<file path="src/rtl/window_scan_ctrl_if.sv">
// Bundles the frame-memory read port, the window-buffer command port and the
// window handshake towards the Sobel stage. master = sequencer side.
interface window_scan_ctrl_if #(
   parameter int ADDR_W = 19
);
   logic              mem_req;
   logic [ADDR_W-1:0] mem_addr;
   logic              mem_rvalid;
   logic [7:0]        mem_rdata;
   logic              wb_start_read;
   logic              wb_start_shift;
   logic [1:0]        wb_shift_direc;
   logic [7:0]        wb_data;
   logic              win_valid;
   logic              win_ready;
   logic [15:0]       win_x;
   logic [15:0]       win_y;

   modport master (
      output mem_req, mem_addr, wb_start_read, wb_start_shift, wb_shift_direc,
             wb_data, win_valid, win_x, win_y,
      input  mem_rvalid, mem_rdata, win_ready
   );

   modport slave (
      input  mem_req, mem_addr, wb_start_read, wb_start_shift, wb_shift_direc,
             wb_data, win_valid, win_x, win_y,
      output mem_rvalid, mem_rdata, win_ready
   );
endinterface

</file>
<file path="src/rtl/window_scan_ctrl.sv">
// Serpentine 3x3 window sequencer: fetches pixels, drives the window buffer
// and hands windows to the kernel. Optional WSC_STALL_CNT_EN adds stall_cycles.
module window_scan_ctrl #(
   parameter int IMG_W  = 640,
   parameter int IMG_H  = 480,
   parameter int ADDR_W = 19
) (
   input  logic clk,
   input  logic rst,
   input  logic start,
   output logic busy,
   output logic done,
   window_scan_ctrl_if.master bus
`ifdef WSC_STALL_CNT_EN
   ,
   output logic [31:0] stall_cycles
`endif
);

   typedef enum logic [2:0] {
      S_IDLE, S_CLEAR, S_FILL, S_EMIT, S_SHIFT, S_COL, S_DONE
   } state_t;

   localparam logic [ADDR_W-1:0] W_A    = ADDR_W'(IMG_W);
   localparam logic [ADDR_W-1:0] W2_A   = ADDR_W'(2 * IMG_W);
   localparam logic [ADDR_W-1:0] WM2_A  = ADDR_W'(IMG_W - 2);
   localparam logic [15:0]       X_LAST = 16'(IMG_W - 3);
   localparam logic [15:0]       Y_LAST = 16'(IMG_H - 3);

   state_t            state_reg;
   logic [15:0]       x_reg, y_reg;
   logic [ADDR_W-1:0] row_base_reg;
   logic              right_reg;
   logic [3:0]        rd_cnt_reg;
   logic [1:0]        col_cnt_reg;
   logic              wait_reg;
   logic [ADDR_W-1:0] step_reg;
   logic              mem_req_reg;
   logic [ADDR_W-1:0] mem_addr_reg;
   logic              shift_reg;
   logic [1:0]        direc_reg;
   logic              win_valid_reg;
   logic              done_reg;
   logic              busy_reg;

   logic reading, rd_done, last_win;

   assign reading  = (state_reg == S_FILL) || (state_reg == S_COL);
   // Only a response to our own outstanding request advances the read sequence.
   assign rd_done  = reading && wait_reg && bus.mem_rvalid;
   assign last_win = (y_reg == Y_LAST) &&
                     (right_reg ? (x_reg == X_LAST) : (x_reg == 16'd0));

   always_ff @(posedge clk) begin
      if (rst) begin
         state_reg     <= S_IDLE;
         x_reg         <= '0;
         y_reg         <= '0;
         row_base_reg  <= '0;
         right_reg     <= 1'b1;
         rd_cnt_reg    <= '0;
         col_cnt_reg   <= '0;
         wait_reg      <= 1'b0;
         step_reg      <= '0;
         mem_req_reg   <= 1'b0;
         mem_addr_reg  <= '0;
         shift_reg     <= 1'b0;
         direc_reg     <= 2'b00;
         win_valid_reg <= 1'b0;
         done_reg      <= 1'b0;
         busy_reg      <= 1'b0;
      end else begin
         mem_req_reg <= 1'b0;
         shift_reg   <= 1'b0;
         done_reg    <= 1'b0;
         if (rd_done)
            wait_reg <= 1'b0;
         case (state_reg)
            S_IDLE: begin
               if (start) begin
                  state_reg    <= S_CLEAR;
                  x_reg        <= '0;
                  y_reg        <= '0;
                  row_base_reg <= '0;
                  right_reg    <= 1'b1;
                  busy_reg     <= 1'b1;
                  shift_reg    <= 1'b1;
                  direc_reg    <= 2'b00;
               end
            end
            S_CLEAR: begin
               state_reg    <= S_FILL;
               mem_req_reg  <= 1'b1;
               mem_addr_reg <= row_base_reg + ADDR_W'(x_reg);
               wait_reg     <= 1'b1;
               rd_cnt_reg   <= '0;
               col_cnt_reg  <= '0;
            end
            S_FILL: begin
               if (rd_done) begin
                  if (rd_cnt_reg == 4'd8) begin
                     state_reg     <= S_EMIT;
                     win_valid_reg <= 1'b1;
                  end else begin
                     mem_req_reg <= 1'b1;
                     wait_reg    <= 1'b1;
                     rd_cnt_reg  <= rd_cnt_reg + 4'd1;
                     if (col_cnt_reg == 2'd2) begin
                        col_cnt_reg  <= '0;
                        mem_addr_reg <= mem_addr_reg + WM2_A;
                     end else begin
                        col_cnt_reg  <= col_cnt_reg + 2'd1;
                        mem_addr_reg <= mem_addr_reg + ADDR_W'(1);
                     end
                  end
               end
            end
            S_EMIT: begin
               if (bus.win_ready) begin
                  win_valid_reg <= 1'b0;
                  if (last_win) begin
                     state_reg <= S_DONE;
                     done_reg  <= 1'b1;
                  end else begin
                     state_reg <= S_SHIFT;
                     shift_reg <= 1'b1;
                     if (right_reg && (x_reg < X_LAST)) begin
                        direc_reg <= 2'b01;
                        x_reg     <= x_reg + 16'd1;
                     end else if (!right_reg && (x_reg > 16'd0)) begin
                        direc_reg <= 2'b10;
                        x_reg     <= x_reg - 16'd1;
                     end else begin
                        direc_reg    <= 2'b11;
                        y_reg        <= y_reg + 16'd1;
                        row_base_reg <= row_base_reg + W_A;
                        right_reg    <= ~right_reg;
                     end
                  end
               end
            end
            S_SHIFT: begin
               // Anchor is already moved; pick the column/row that just entered.
               state_reg   <= S_COL;
               mem_req_reg <= 1'b1;
               wait_reg    <= 1'b1;
               rd_cnt_reg  <= '0;
               case (direc_reg)
                  2'b01: begin
                     mem_addr_reg <= row_base_reg + ADDR_W'(x_reg) + ADDR_W'(2);
                     step_reg     <= W_A;
                  end
                  2'b10: begin
                     mem_addr_reg <= row_base_reg + ADDR_W'(x_reg);
                     step_reg     <= W_A;
                  end
                  default: begin
                     mem_addr_reg <= row_base_reg + W2_A + ADDR_W'(x_reg);
                     step_reg     <= ADDR_W'(1);
                  end
               endcase
            end
            S_COL: begin
               if (rd_done) begin
                  if (rd_cnt_reg == 4'd2) begin
                     state_reg     <= S_EMIT;
                     win_valid_reg <= 1'b1;
                  end else begin
                     mem_req_reg  <= 1'b1;
                     wait_reg     <= 1'b1;
                     rd_cnt_reg   <= rd_cnt_reg + 4'd1;
                     mem_addr_reg <= mem_addr_reg + step_reg;
                  end
               end
            end
            S_DONE: begin
               state_reg <= S_IDLE;
               busy_reg  <= 1'b0;
            end
            default: state_reg <= S_IDLE;
         endcase
      end
   end

   assign busy               = busy_reg;
   assign done               = done_reg;
   assign bus.mem_req        = mem_req_reg;
   assign bus.mem_addr       = mem_addr_reg;
   assign bus.wb_start_read  = reading && bus.mem_rvalid;
   assign bus.wb_start_shift = shift_reg;
   assign bus.wb_shift_direc = direc_reg;
   assign bus.wb_data        = bus.mem_rdata;
   assign bus.win_valid      = win_valid_reg;
   assign bus.win_x          = x_reg;
   assign bus.win_y          = y_reg;

`ifdef WSC_STALL_CNT_EN
   logic [31:0] stall_reg;
   logic        stall_now;

   // A read cycle is a stall only beyond the minimum one-cycle latency.
   assign stall_now = ((state_reg == S_EMIT) && !bus.win_ready) ||
                      (reading && wait_reg && !bus.mem_rvalid && !mem_req_reg);

   always_ff @(posedge clk) begin
      if (rst)
         stall_reg <= '0;
      else if ((state_reg == S_IDLE) && start)
         stall_reg <= '0;
      else if (stall_now && (stall_reg != '1))
         stall_reg <= stall_reg + 32'd1;
   end

   assign stall_cycles = stall_reg;
`endif

endmodule

</file>
<file path="src/flat_wrapper.sv">
// flat-port wrapper written by rule: the top's interface ports become plain ports
module window_scan_ctrl_flat 
#(
   parameter int IMG_W  = 640,
   parameter int IMG_H  = 480,
   parameter int ADDR_W = 19
)
  (clk, rst, start, busy, done, bus_mem_req, bus_mem_addr, bus_wb_start_read, bus_wb_start_shift, bus_wb_shift_direc, bus_wb_data, bus_win_valid, bus_win_x, bus_win_y, bus_mem_rvalid, bus_mem_rdata, bus_win_ready);
  window_scan_ctrl_if #(.ADDR_W(ADDR_W)) bus_i ();
  input  logic clk;
  input  logic rst;
  input  logic start;
  output logic busy;
  output logic done;
  output wire logic [$bits(bus_i.mem_req)-1:0] bus_mem_req;
  output wire logic [$bits(bus_i.mem_addr)-1:0] bus_mem_addr;
  output wire logic [$bits(bus_i.wb_start_read)-1:0] bus_wb_start_read;
  output wire logic [$bits(bus_i.wb_start_shift)-1:0] bus_wb_start_shift;
  output wire logic [$bits(bus_i.wb_shift_direc)-1:0] bus_wb_shift_direc;
  output wire logic [$bits(bus_i.wb_data)-1:0] bus_wb_data;
  output wire logic [$bits(bus_i.win_valid)-1:0] bus_win_valid;
  output wire logic [$bits(bus_i.win_x)-1:0] bus_win_x;
  output wire logic [$bits(bus_i.win_y)-1:0] bus_win_y;
  input wire logic [$bits(bus_i.mem_rvalid)-1:0] bus_mem_rvalid;
  input wire logic [$bits(bus_i.mem_rdata)-1:0] bus_mem_rdata;
  input wire logic [$bits(bus_i.win_ready)-1:0] bus_win_ready;
  assign bus_mem_req = bus_i.mem_req;
  assign bus_mem_addr = bus_i.mem_addr;
  assign bus_wb_start_read = bus_i.wb_start_read;
  assign bus_wb_start_shift = bus_i.wb_start_shift;
  assign bus_wb_shift_direc = bus_i.wb_shift_direc;
  assign bus_wb_data = bus_i.wb_data;
  assign bus_win_valid = bus_i.win_valid;
  assign bus_win_x = bus_i.win_x;
  assign bus_win_y = bus_i.win_y;
  assign bus_i.mem_rvalid = bus_mem_rvalid;
  assign bus_i.mem_rdata = bus_mem_rdata;
  assign bus_i.win_ready = bus_win_ready;
  window_scan_ctrl #(.IMG_W(IMG_W), .IMG_H(IMG_H), .ADDR_W(ADDR_W)) u_core (.clk(clk), .rst(rst), .start(start), .busy(busy), .done(done), .bus(bus_i));
endmodule
</file>
<file path="config.mk">
export PLATFORM = sky130hd
export DESIGN_NAME = window_scan_ctrl_flat
export DESIGN_NICKNAME = d
export VERILOG_FILES = /design/src/rtl/window_scan_ctrl_if.sv /design/src/rtl/window_scan_ctrl.sv /design/src/flat_wrapper.sv
export SDC_FILE = /design/constraint.sdc
export NUM_CORES = 1
export LEC_CHECK = 0
export ABC_CLOCK_PERIOD_IN_PS = 4400
export CAP_MARGIN = 20
export CORE_AREA = 2 2 101 143
export DETAILED_ROUTE_END_ITERATION = 10
export DIE_AREA = 0 0 103 145
export HOLD_SLACK_MARGIN = 0.06
export PLACE_DENSITY = 0.88
export SLEW_MARGIN = 10
export SYNTH_ARGS = -nofsm -noshare
export SYNTH_HDL_FRONTEND = slang
export SYNTH_SLANG_ARGS = --single-unit
</file>
<file path="constraint.sdc">
create_clock -name clk -period 4.4 [get_ports clk]
set_input_delay 1.32 -clock clk [delete_from_list [all_inputs] [get_ports clk]]
set_output_delay 1.32 -clock clk [all_outputs]
set_load 0.005 [all_outputs]
</file>
# ---- After elaboration in Yosys (flattened, before gate mapping)
# Cells that the tools add are included.
dict set report word_totals {
  register_bits 107
  in_bits 13
  out_inout_bits 67
  wordCells 165
}
dict set report op_classes {
  addsub 13
  magnitude_cmp 2
  n_eq_ne 25
  muxes 78
  bitwise 3
  n_reduce_logical 28
}
# cell count
set ops {}
lappend ops {{19-bit two-way mux} 10}
lappend ops {{16-bit two-way mux} 9}
lappend ops {{19-bit case mux with 2 select lines} 2}
lappend ops {{19-bit case mux with 4 select lines} 1}
lappend ops {{16-bit case mux with 2 select lines} 2}
lappend ops {{19-bit by 10-bit adder with 19-bit output, second input constant} 2}
lappend ops {{19-bit by 16-bit adder with 19-bit output} 2}
lappend ops {{16-bit by 1-bit adder with 16-bit output, second input constant} 2}
lappend ops {{1-bit two-way mux} 25}
lappend ops {{19-bit by 1-bit adder with 19-bit output, second input constant} 1}
lappend ops {{19-bit by 11-bit adder with 19-bit output, second input constant} 1}
lappend ops {{19-bit adder} 1}
lappend ops {{19-bit by 2-bit adder with 19-bit output, second input constant} 1}
lappend ops {{3-bit two-way mux} 6}
lappend ops {{2-bit inequality test, second input constant} 9}
lappend ops {{3-bit case mux with 6 select lines} 1}
lappend ops {{6-bit AND reduction} 3}
lappend ops {{16-bit by 10-bit equality test with 1-bit output, second input constant} 1}
lappend ops {{16-bit by 9-bit equality test with 1-bit output, second input constant} 1}
lappend ops {{16-bit by 1-bit greater-than comparator with 1-bit output, second input constant} 1}
lappend ops {{16-bit zero test} 1}
lappend ops {{16-bit by 10-bit < comparator with 1-bit output, second input constant} 1}
lappend ops {{2-bit two-way mux} 8}
lappend ops {{4-bit two-way mux} 4}
lappend ops {{31 further kinds} 54}

# ---- Longest topological paths before layout
# Gate-level depths: netlist of the first run.
dict set report logic_depth {
  depth_word 8
  ltp_mapped 16
  ltp_nobuf 15
}

# ---- Worst setup path after synthesis of the first run
# OpenSTA, ideal clock, no wires.
dict set report synth_path {
  kind {reg-to-reg}
  startpoint {reg u_core.x_reg[0] (netlist: u_core.bus.win_x[0])}
  endpoint {reg u_core.x_reg[15] (netlist: u_core.bus.win_x[15])}
  setup_time_ps 65
  t_arrival_ps 3495
  slack_ps 840
  stages_incl_launch_ff 16
  path_cell_list {dfxtp_1 > clkbuf_1 > inv_1 > a211oi_1 > o31ai_1 > nand4_1 > ha_1 > a211oi_1 > nor2_1 > o31ai_1 > o21a_1 > a21oi_1 > a221oi_1 > mux2i_1 > a22oi_1 > nor2_1}
}
dict set report synth_via {
  elab_chain_len 6
  elab_cells_between_ends 18
  cone_classes {add/sub (2); order compare (2); eq/ne (3); mux (6); reduce/logical (5)}
}
# element line_no
set synth_rtl {}
lappend synth_rtl {{from (decl)} window_scan_ctrl.sv:31} ;# logic [15:0] x_reg, y_reg;
lappend synth_rtl {{from (signal assigned)} window_scan_ctrl.sv:129} ;# x_reg <= x_reg + 16'd1;
lappend synth_rtl {{from (signal assigned)} window_scan_ctrl.sv:132} ;# x_reg <= x_reg - 16'd1;
lappend synth_rtl {{16-bit by 1-bit subtractor with 16-bit output or 16-bit by 10-bit < comparator with 1-bit output (tied branches)} {window_scan_ctrl.sv:132, window_scan_ctrl.sv:127}}
lappend synth_rtl {{16-bit two-way mux or 1-bit logical AND (tied branches)} {window_scan_ctrl.sv:130, window_scan_ctrl.sv:127}}
lappend synth_rtl {{16-bit two-way mux} window_scan_ctrl.sv:127} ;# if (right_reg && (x_reg < X_LAST)) begin
lappend synth_rtl {{16-bit two-way mux} window_scan_ctrl.sv:121} ;# if (last_win) begin
lappend synth_rtl {{16-bit two-way mux} window_scan_ctrl.sv:119} ;# if (bus.win_ready) begin
lappend synth_rtl {{16-bit case mux with 2 select lines} window_scan_ctrl.sv:78} ;# case (state_reg)
# Several ways; a longest one is shown, not always the timed one. The select of a mux whose other input is x is not followed.
# A chain may end at the register's enable or synchronous reset.

# ---- Worst setup path in the final report of the first run
dict set report layout_path {
  startpoint {in bus_mem_rvalid}
  endpoint {out bus_wb_start_read}
}
dict set report layout_via {
  elab_chain_len 1
}
# element line_no
set layout_rtl {}
lappend layout_rtl {{from (decl)} flat_wrapper.sv:24} ;# input wire logic [$bits(bus_i.mem_rvalid)-1:0] bus_mem_rvalid;
lappend layout_rtl {{1-bit logical AND} window_scan_ctrl.sv:189} ;# assign bus.wb_start_read = reading && bus.mem_rvalid;
lappend layout_rtl {{to (decl)} flat_wrapper.sv:17} ;# output wire logic [$bits(bus_i.wb_start_read)-1:0] bus_wb_start_read;
# No other way between the ends.

==> run metrics, run 1 <==
most common cell in the synthesized netlist=nor2_1; Nets=1178; FILL cells=1188; total number of vias=8145; Final Instance Area=~9000 um^2; initial antenna violation count=0; main combinational cell family by area after synthesis=compound AO/OA/AOI/OAI gates; Synth area leader=dfxtp_1; Clock Sinks=slightly above 80; min-delay src=u_core.step_reg[0]; GRT busiest layer=met2; slew of the pin with the lowest slew margin=1.02 ns; largest net degree at the start of global routing=31; Synth cell types=86; launch point of the worst path=bus_mem_rvalid; grt met1 use=0.333; wire per inst=17.6 um; Worst IR Drop VDD=between 0.2 and 0.25 mV; Hold Crit Class=reg -> reg; worst hold path stage count=2; HPWL after DPL=16.8 mm; mux cell area share after synthesis=0.00505; post-synthesis cell area=7930 um^2; global-route wire length before repair=~37 mm; post-route ant nets=0; Die ar.=14900 um^2; CTS tree=yes; synth top area cells=dfxtp_1 (21%), ha_1 (9.8%), nor2_1 (5.7%); Syn. warnings=0; drt drc=0; Worst Reg-to-Reg Cells=14; CTS H-tree depth=3; ANT cells=0; Compound-Gate Fraction of Synth Area=0.266; list of most frequent post-synthesis cells=nor2_1 (121), nand2_1 (88), dfxtp_1 (83); async set-reset flop share out of synthesis=0; Multi-input gate area=5840 um^2; setup_tns=0 ns; Setup CP Type=in -> out; Tcrit/Tclk final=0.865; Startpoint Class=primary input; Yosys top cell area share=0.210; Fmax achieved=around 260 MHz; status=finished, final reports clean; required time of the critical path=between 3 and 4 ns; CP endpoint kind=output port; Largest register FFs=19; setup violators final=0; WL final=between 20 and 25 mm; Setup Skew=~0.012 ns; Rel. slew slack=0.318; #FFs+latches synth=83; Core ar.=13700 um^2; Seq/Total Area, Yosys=0.210; Slew Limit Fails=0; Worst-Skew Late Latency=0.36 ns; DRT iter0 DRCs=615; Max clock buf depth=2; post-CTS setup buffers=0; post-placement setup slack=0.571 ns; GRT overflow=0; maxcap violations=0; vias in the first global route=7804; final worst slack=a little under 0.6 ns; Final Hold Viols=0; total power=3140 uW; Area growth, synth to finish=13.4%; met3 Use GR=0.0578; Horiz. Die Dim=103 um; Syn Inst Count=1039; pwr dens=350 nW/um^2; routability cong.=0.917; Reg clk slew, reported paths=approximately 0.070 ns; DP Area=8690 um^2; share of layout cells above drive strength 1=0.0646; post-route minimum period=3.81 ns; setup repair after global routing missed its margin=no; PortBufs=63; Synth Flop Type=dfxtp_1; Initial Utilization=0.581; root buf cell=clkbuf_16; Critical R2R Launch=u_core.bus.win_x[5]; Synth Area in Simple Gates=0.244; Arr. time, crit path=approximately 2.5 ns; FF+latch area=1660 um^2; # rows=51; Mapped Avg Cell Area=7.63 um^2; CTS buffer count=9; Ports=80; Leakage=roughly 0.0035 uW; Post-CTS Hold Fix Bufs=0; Synth Area in Adders=0.121; met2 usage=0.516; cts repair resizes=0; EDFF count, synth=0; DR pass1 iterations=8; Crit Path Max Fanout=4; vias per cell=6.34; XOR/XNOR Fraction of Synth Area=0.0933; Hold WS=0.475 ns; die outline height=145 um; Overall Global Routing Usage=0.302
==> stage by stage <==
| step | utilization | cells |
|---|---|---|
| after floorplan | - | 1051 |
| after global placement | 0.637 | 1268 |
| after detailed placement | 0.637 | 1268 |
| after CTS | 0.659 | 1284 |
| after global routing | 0.659 | 1284 |
| final | 0.659 | 1284 |
==> power breakdown <==
group	internal, uW	total [uW]	leakage (uW)	switching [uW]
registers	851	1020	0.000673	167
logic	543	1340	0.00266	796
clock network	405	788	0.000149	382
total	1800	3140	0.00348	1350
==> placed cells by master (no fill, tap or decap), types with 12 or more instances in the layout <==
master	instances
buf_4	21
inv_1	48
nand3_1	36
nand2b_1	15
conb_1	14
xnor2_1	35
ha_1	62
a31oi_1	13
o21ai_0	48
nor3_1	28
nor2b_1	12
a221oi_1	13
nor2_1	121
o211ai_1	12
a21oi_1	73
nand2_1	88
dfxtp_1	83
nand4_1	16
clkdlybuf4s50_1	62
xor2_1	42
a22oi_1	14
a211oi_1	17
==> worst max-delay path: stages <==
cell and delay (ns):
clkdlybuf4s50_1 0.52, nor2b_1 0.14, clkdlybuf4s50_1 0.51
==> final timing paths <==
kind | to | slack, ns
max | bus_wb_start_read | 0.59
min | u_core.step_reg[0] | 0.48
max reg2reg | u_core.bus.win_x[15] | 0.62
min reg2reg | u_core.step_reg[0] | 0.48
==> kinds of logic (layout without fill, tap and decap cells) <==
| group | count (synthesis) | in the layout |
|---|---|---|
| fa+ha+maj | 71 | 71 |
| buf+inv | 100 | 148 |
| flops | 83 | 83 |
| other cells | 2 | 14 |
| simple gates | 390 | 390 |
| mux | 4 | 4 |
| compound gates | 308 | 308 |
| xor+xnor | 81 | 81 |
==> cell type report <==
type                            count  area share
Multi-Input combinational cell    868       0.649
Tap cell                          185      0.0257
Timing Repair Buffer               84      0.0871
Clock inverter                      7     0.00849
Clock buffer                        9      0.0250
Inverter                           48      0.0200
Sequential cell                    83       0.185
==> metal layers <==
| metal | part of all wire | up-vias |
|---|---|---|
| li1 | - | 3900 |
| met3 | 0.066 | 106 |
| met5 | 0 | - |
| met1 | 0.38 | 3777 |
| met4 | 0.060 | 0 |
| met2 | 0.49 | 362 |
(Power assumes the default switching activity.)
==> inputs of run 2 (changes only) <==
--- a/config.mk
+++ b/config.mk
@@ -7,9 +7,10 @@
 export LEC_CHECK = 0
 export ABC_CLOCK_PERIOD_IN_PS = 4400
 export CAP_MARGIN = 20
-export CORE_AREA = 2 2 101 143
+export CORE_AREA = 5 5 104 146
+export CTS_BUF_LIST = sky130_fd_sc_hd__clkbuf_16
 export DETAILED_ROUTE_END_ITERATION = 10
-export DIE_AREA = 0 0 103 145
+export DIE_AREA = 0 0 109 151
 export HOLD_SLACK_MARGIN = 0.06
 export PLACE_DENSITY = 0.88
 export SLEW_MARGIN = 10
==> run metrics, run 2 (synthesis results as in run 1) <==
status=finished, final reports clean; setup_tns=0 ns; wire per inst=roughly 18 um; most frequent cells in the layout=nor2_1 (121), nand2_1 (88), dfxtp_1 (83); Leakage=0.00347 uW; Setup Skew=around 0.0056 ns; GRT overflow=0; worst hold path stage count=2; Core ar.=13700 um^2; Tcrit/Tclk final=0.886; global-route wire length before repair=37.3 mm; WL final=22.8 mm; PortBufs=63; Worst IR Drop VDD=0.202 mV; CTS H-tree depth=3; routability cong.=approximately 0.9; die outline height=about 150 um; share of layout cells above drive strength 1=0.0646; required time of the critical path=4.63 ns; Final Hold Viols=0; total power=3140 uW; launch point of the worst path=u_core.bus.win_x[4]; drt drc=0; largest net degree at the start of global routing=47; DR pass1 iterations=6; Largest register FFs=19; Post-CTS Hold Fix Bufs=0; setup violators final=0; Overall Global Routing Usage=0.280; Setup CP Type=reg -> reg; DRT iter0 DRCs=just under 600; setup repair after global routing missed its margin=no; Clock Sinks=83; Startpoint Class=flop; post-route minimum period=roughly 3.9 ns; most common cell after layout, fill and taps aside=nor2_1; maxcap violations=0; Layout Cells excl Fill=around 1300; Ports=80; cts repair resizes=0; Slew Limit Fails=0; Critical R2R Launch=u_core.bus.win_x[4]; Arr. time, crit path=4.13 ns; Worst Reg-to-Reg Cells=14; Die ar.=16500 um^2; Worst-Skew Late Latency=0.35 ns; Horiz. Die Dim=between 100 and 150 um; vias in the first global route=7809; Hold Crit Class=reg -> reg; Reg clk slew, reported paths=0.07 ns; total number of vias=between 8000 and 9000; CP endpoint kind=flop; Nets=1178; ANT cells=0; CTS buffer count=9; root buf cell=clkbuf_16; placed insts=1268; post-route ant nets=0; Rel. slew slack=0.360; Max clock buf depth=2; slew of the pin with the lowest slew margin=0.956 ns; vias per cell=6.43; initial antenna violation count=0; pwr dens=350 nW/um^2; Fmax achieved=257 MHz; Initial Utilization=0.578; post-CTS setup buffers=0; min-delay src=u_core.step_reg[0]; Final Util=0.655; Area growth, synth to finish=13.3%; Crit Path Max Fanout=10; HPWL after DPL=between 15 and 20 mm; CTS tree=yes; # rows=51
[run 2: critical path, stage by stage, from the launching register on]
cell and delay (ns):
dfxtp_1 0.61, nand2_1 0.20, a211oi_1 0.32, o31ai_1 0.10
nand4_1 0.30, ha_1 0.32, a211oi_1 0.26, nor2_1 0.11
o31ai_1 0.37, o21a_1 0.26, a21oi_1 0.12, a221oi_1 0.45
o21bai_1 0.11, a22oi_1 0.19, nor2_1 0.05
[run 2: path summary, 6_finish.rpt]
path | slack [ns] | end
max | 0.50 | u_core.bus.win_x[15]
min | 0.51 | u_core.step_reg[0]
min reg2reg | 0.51 | u_core.step_reg[0]
max reg2reg | 0.50 | u_core.bus.win_x[15]
[run 2: metal layers]
metal | wire length [um] | vias up | track usage
met5 | 0 | - | 0
met2 | 11300 | 431 | 0.485
li1 | - | 3902 | -
met1 | 8640 | 3819 | 0.319
met3 | 1620 | 107 | 0.0473
met4 | 1330 | 0 | 0.162
[run 2: area by class of cell]
| type | count | area, um^2 |
|---|---|---|
| flip-flops and latches | 83 | 1660 |
| repair buffers | 84 | 783 |
| clock buffers | 9 | 225 |
| clock inverters | 7 | 66.3 |
| well taps | 185 | 231 |
| inverters | 48 | 180 |
| fillers | 1157 | 4740 |
| multi-input cells | 868 | 5840 |
[run 2: through the flow]
step	instance area (um^2)	setup WS (ns)	hold WS, ns
final	8980	0.501	0.507
after global routing	8980	0.166	0.520
after CTS	8980	0.588	0.490
after detailed placement	8690	0.585	0.468
after global placement	8690	0.587	0.455
after floorplan	7970	0.840	0.440
[run 2: power by group]
group	internal (uW)	switching, uW
combinational	550	792
clock	399	369
sequential	851	182
